===== src/rtl/adder_pkg.sv =====
// Shared constants and helpers for the pipelined adder.
package adder_pkg;

    localparam int unsigned ADDER_WIDTH  = 8;
    localparam int unsigned ADDER_STAGES = 2;

    function automatic int unsigned slice_width(input int unsigned width,
                                                input int unsigned stages);
        return width / stages;
    endfunction

endpackage


===== src/rtl/adder_slice.sv =====
// Combinational SW-bit adder slice with carry in/out.
module adder_slice #(
    parameter int unsigned SW = 4
) (
    input  logic [SW-1:0] a,
    input  logic [SW-1:0] b,
    input  logic          cin,
    output logic [SW-1:0] sum,
    output logic          cout
);

    assign {cout, sum} = {1'b0, a} + {1'b0, b} + {{SW{1'b0}}, cin};

endmodule


===== src/rtl/pipelined_adder.sv =====
// Valid/ready pipelined ripple adder, one WIDTH/STAGES-bit slice per stage.
// Optional subtract mode via macro PIPELINED_ADDER_SUB_EN.
module pipelined_adder
    import adder_pkg::*;
#(
    parameter int unsigned WIDTH  = ADDER_WIDTH,
    parameter int unsigned STAGES = ADDER_STAGES
) (
    input  logic             clk,
    input  logic             rst,
    input  logic [WIDTH-1:0] a,
    input  logic [WIDTH-1:0] b,
    input  logic             cin,
`ifdef PIPELINED_ADDER_SUB_EN
    input  logic             sub,
`endif
    input  logic             in_valid,
    output logic             in_ready,
    output logic [WIDTH-1:0] sum,
    output logic             cout,
    output logic             out_valid,
    input  logic             out_ready
);

    localparam int unsigned SW = slice_width(WIDTH, STAGES);

    logic [WIDTH-1:0] b_eff;
    logic             cin_eff;
    logic             adv;

`ifdef PIPELINED_ADDER_SUB_EN
    // a - b as a + ~b + 1; cout then reads as "no borrow"
    assign b_eff   = sub ? ~b : b;
    assign cin_eff = sub | cin;
`else
    assign b_eff   = b;
    assign cin_eff = cin;
`endif

    // Whole pipe advances together; a stalled output freezes every stage
    assign adv = in_ready;

    for (genvar s = 0; s < STAGES; s++) begin : g_stage
        localparam int unsigned InW = WIDTH - s * SW;

        logic [InW-1:0]        in_a;
        logic [InW-1:0]        in_b;
        logic                  in_c;
        logic                  in_v;
        logic [SW-1:0]         slice_sum;
        logic                  slice_cout;
        logic [(s+1)*SW-1:0]   res_d;
        logic [(s+1)*SW-1:0]   res_q;
        logic                  c_q;
        logic                  v_q;

        if (s == 0) begin : g_src
            assign in_a  = a;
            assign in_b  = b_eff;
            assign in_c  = cin_eff;
            assign in_v  = in_valid;
            assign res_d = slice_sum;
        end else begin : g_src
            assign in_a  = g_stage[s-1].g_fwd.a_q;
            assign in_b  = g_stage[s-1].g_fwd.b_q;
            assign in_c  = g_stage[s-1].c_q;
            assign in_v  = g_stage[s-1].v_q;
            assign res_d = {slice_sum, g_stage[s-1].res_q};
        end

        adder_slice #(
            .SW (SW)
        ) u_slice (
            .a    (in_a[SW-1:0]),
            .b    (in_b[SW-1:0]),
            .cin  (in_c),
            .sum  (slice_sum),
            .cout (slice_cout)
        );

        always_ff @(posedge clk or negedge rst) begin
            if (!rst) begin
                res_q <= '0;
                c_q   <= 1'b0;
                v_q   <= 1'b0;
            end else if (adv) begin
                res_q <= res_d;
                c_q   <= slice_cout;
                v_q   <= in_v;
            end
        end

        // Carry the not-yet-added upper operand slices to the next stage
        if (s < STAGES - 1) begin : g_fwd
            logic [InW-SW-1:0] a_q;
            logic [InW-SW-1:0] b_q;

            always_ff @(posedge clk or negedge rst) begin
                if (!rst) begin
                    a_q <= '0;
                    b_q <= '0;
                end else if (adv) begin
                    a_q <= in_a[InW-1:SW];
                    b_q <= in_b[InW-1:SW];
                end
            end
        end
    end

    assign sum       = g_stage[STAGES-1].res_q;
    assign cout      = g_stage[STAGES-1].c_q;
    assign out_valid = g_stage[STAGES-1].v_q;
    assign in_ready  = !out_valid || out_ready;

endmodule


===== config.mk =====
export PLATFORM = sky130hd
export DESIGN_NAME = pipelined_adder
export DESIGN_NICKNAME = d
export VERILOG_FILES = /design/src/rtl/adder_pkg.sv /design/src/rtl/adder_slice.sv /design/src/rtl/pipelined_adder.sv
export SDC_FILE = /design/constraint.sdc
export NUM_CORES = 1
export LEC_CHECK = 0
export CAP_MARGIN = 10
export CELL_PAD_IN_SITES_DETAIL_PLACEMENT = 0
export CELL_PAD_IN_SITES_GLOBAL_PLACEMENT = 1
export CORE_MARGIN = 2
export CORE_UTILIZATION = 38
export CTS_CLUSTER_SIZE = 40
export DETAILED_ROUTE_END_ITERATION = 10
export GPL_TIMING_DRIVEN = 0
export PLACE_DENSITY_LB_ADDON = 0.1
export SYNTH_ARGS = -nofsm -noshare
export SYNTH_HDL_FRONTEND = slang
export SYNTH_SLANG_ARGS = --single-unit

===== constraint.sdc =====
create_clock -name clk -period 3 [get_ports clk]
set_input_delay 0.45 -clock clk [delete_from_list [all_inputs] [get_ports clk]]
set_output_delay 0.45 -clock clk [all_outputs]
set_load 0.03 [all_outputs]

==> reports/results.txt <==
status - finished, final reports clean
slowest CP cell - clkdlybuf4s50_1
register area - 601 sq um
post-synthesis net count - 153
via count - 859
worst hold path type - flop to flop
yosys warns - 0
Critical R2R Launch - g_stage[0].c_q
cells on worst reg2reg path - 6
Crit Path Category - input pin to output port
Syn Area/Cell - 9.77 sq um
multi-input logic area - 514 sq um
critical path arrival - 1.97 ns
core area - 0.00303 sq mm
Cells after DPL - 197
crit end category - output port
Yosys top cell by area - dfrtp_1
setup TNS - 0 ns
1st-iter DRT viols - 27
crit-path leading delay family - buffers and inverters
dominant synthesized flop cell - dfrtp_1
total die area - 0.00360 sq mm
# diodes - 0
vias in the first global route - 860
Final #Nets - 189
Starting Density - 39.4%
CP bufs+invs - 4
Via density - 4.27
fill count - 288
detailed-router iteration count before antenna repair - 4
count of pins over their slew limit - 0
flops & latches, synth - 24
layout cell share with drive strength beyond 1 - 10.2%
worst hold path stage count - 2
fin cells - 201
Worst path most repeated cell - clkdlybuf4s50_1
Syn Inst Count - 122
largest net degree at the start of global routing - 25
CTS tree - done
# IOs - 32
postcts setup bufs - 0
final setup vio count - 0
Seq/Total Area, Yosys - 50.4%
Max Freq - 0.414 GHz
Worst Clk Skew - 0.00158 ns
initial antenna violation count - 0
CP Data Required Time - 2.55 ns
Std-Cell Rows - 20
Overflow after GRT - 0
height of the chip - 60.0 um
clock-pin slew on the worst setup and hold paths - 0.13 ns
Max clock buf depth - 2
first-pass GRT wire length - 3.93 mm
IO Port Bufs - 31
Peak VDD IR - 285 uV
period utilization - 80.5%
PwrDens - 631 mW/mm^2
Worst Tran Pin Value - 1.06 ns
TritonCTS buffer count - 3
CP max stage delay - 0.67 ns
Residual DRC - 0
top post-synthesis cells by area - dfrtp_1, nand2_1, fa_1, ha_1, a21oi_2
ordered list of cells on the worst path - clkdlybuf4s50_1 > nor2b_4 > inv_4 > buf_6 > clkdlybuf4s50_1
Critical Path Stages - 5
clock root buffer - clkbuf_4
total clock sinks - 24
Hold Fails Final Rpt - 0
worst-path fanout max - 10
Total Routing Usage GR - 15.2%
Area growth syn-to-layout - 33.7%
post-DP HPWL - 1.68 mm
RD Place Congestion - 0.740
Crit. Startpoint - out_ready
Final min period - 2.42 ns
DIE WIDTH - 60.0 um
Startpoint Class - input pin
final wirelength - 2.24 mm
synth unique cells - 19
Cell Area, Synth - 0.00119 sq mm
RSZ-0062 raised after global routing - no
HP Start - g_stage[0].v_q
insertion delay to the later sink of the worst-skew pair - 0.31 ns
Post-DRT Antenna Nets - 0
max-cap check violation count - 0
Leak - 0.772 nW
number of synthesized flops with an enable pin - 0
H-tree depth - 1
routed len/inst - 11.1 um
CTS Hold Bufs - 0
Post-CTS Resized - 0
most common cell in the netlist - nand2_1
synth cell count leaders - nand2_1, dfrtp_1, inv_1
Slew headroom - 29.0%
asr flop ratio synth - 100%
post-synth top area share - 50.4%
-- layout by cell type (no fill, tap or decap), types with 3 or more instances in the layout --
cell type,synthesis,routed
a21oi_2,4,4
nor2_1,6,6
dfrtp_1,24,24
inv_1,8,8
nand2_1,45,45
clkbuf_4,0,3
o21ai_0,6,6
fa_1,4,4
ha_1,6,6
buf_6,3,3
clkdlybuf4s50_1,0,31
-- power breakdown --
group	leakage (nW)	switching, W	internal [W]
logic	0.466	0.000220	0.000180
registers	0.285	0.0000384	0.000396
clock network	0.0210	0.0000972	0.0000741
total	0.772	0.000356	0.000651
-- metal layers --
layer | track usage [%] | share of wire [%]
met1 | 22.5 | 50
met2 | 21.1 | 44
met3 | 2.60 | 4.1
met4 | 7.62 | 1.7
met5 | 0 | 0
-- worst reg2reg max path, cell delays in order (launching register included) --
cell and delay, ns:
dfrtp_1 0.44, fa_1 0.47, inv_1 0.09, fa_1 0.19
nor2b_1 0.07, o21ai_0 0.16, a21oi_1 0.09
-- flip-flops by register name, summed over array words and instances (netlist names) --
| signal | count |
|---|---|
| cout | 1 |
| g_stage.g_fwd.b_q | 4 |
| g_stage.res_q | 4 |
| g_stage.g_fwd.a_q | 4 |
| g_stage.v_q | 1 |
| sum | 8 |
| g_stage.c_q | 1 |
| out_valid | 1 |
-- per-stage QoR --
step                total power (W)  util, %  area (sq um)  hold slack [ns]  worst slack, ns
finish                      0.00101     52.6          1590            0.475            0.585
global route                0.00109     52.6          1590            0.503            0.535
CTS                         0.00102     52.6          1590            0.478            0.575
detailed placement         0.000849     51.4          1560            0.448            0.568
global placement           0.000840     51.4          1560            0.441            0.577
floorplan                  0.000683        -          1190            0.154             1.46
-- logic make-up (layout without fill, tap and decap cells) --
logic type	Yosys count	in the layout	synth area share, %
flops	24	24	50.4
xor+xnor	2	2	1.47
simple gates	55	55	18.8
fa+ha+maj	10	10	13.0
compound gates	18	18	9.86
buf+inv	13	48	6.51
-- final timing paths --
kind	end	slack, ns
worst min-delay path	g_stage[0].v_q	0.48
worst max register to register	cout	1.39
worst min register to register	g_stage[0].v_q	0.48
min in group asynchronous	g_stage[0].g_fwd.b_q[1]	0.70
worst max-delay path	in_ready	0.58
max in group asynchronous	sum[1]	1.67
-- final cells by class --
class | count | share of cell area [%]
plain buffers | 4 | 2.59
inverters | 9 | 2.28
multi-input cells | 85 | 32.3
clock buffers | 4 | 2.28
repair buffers | 31 | 19.5
flip-flops and latches | 24 | 37.7
well taps | 44 | 3.45
(Power assumes the default switching activity.)
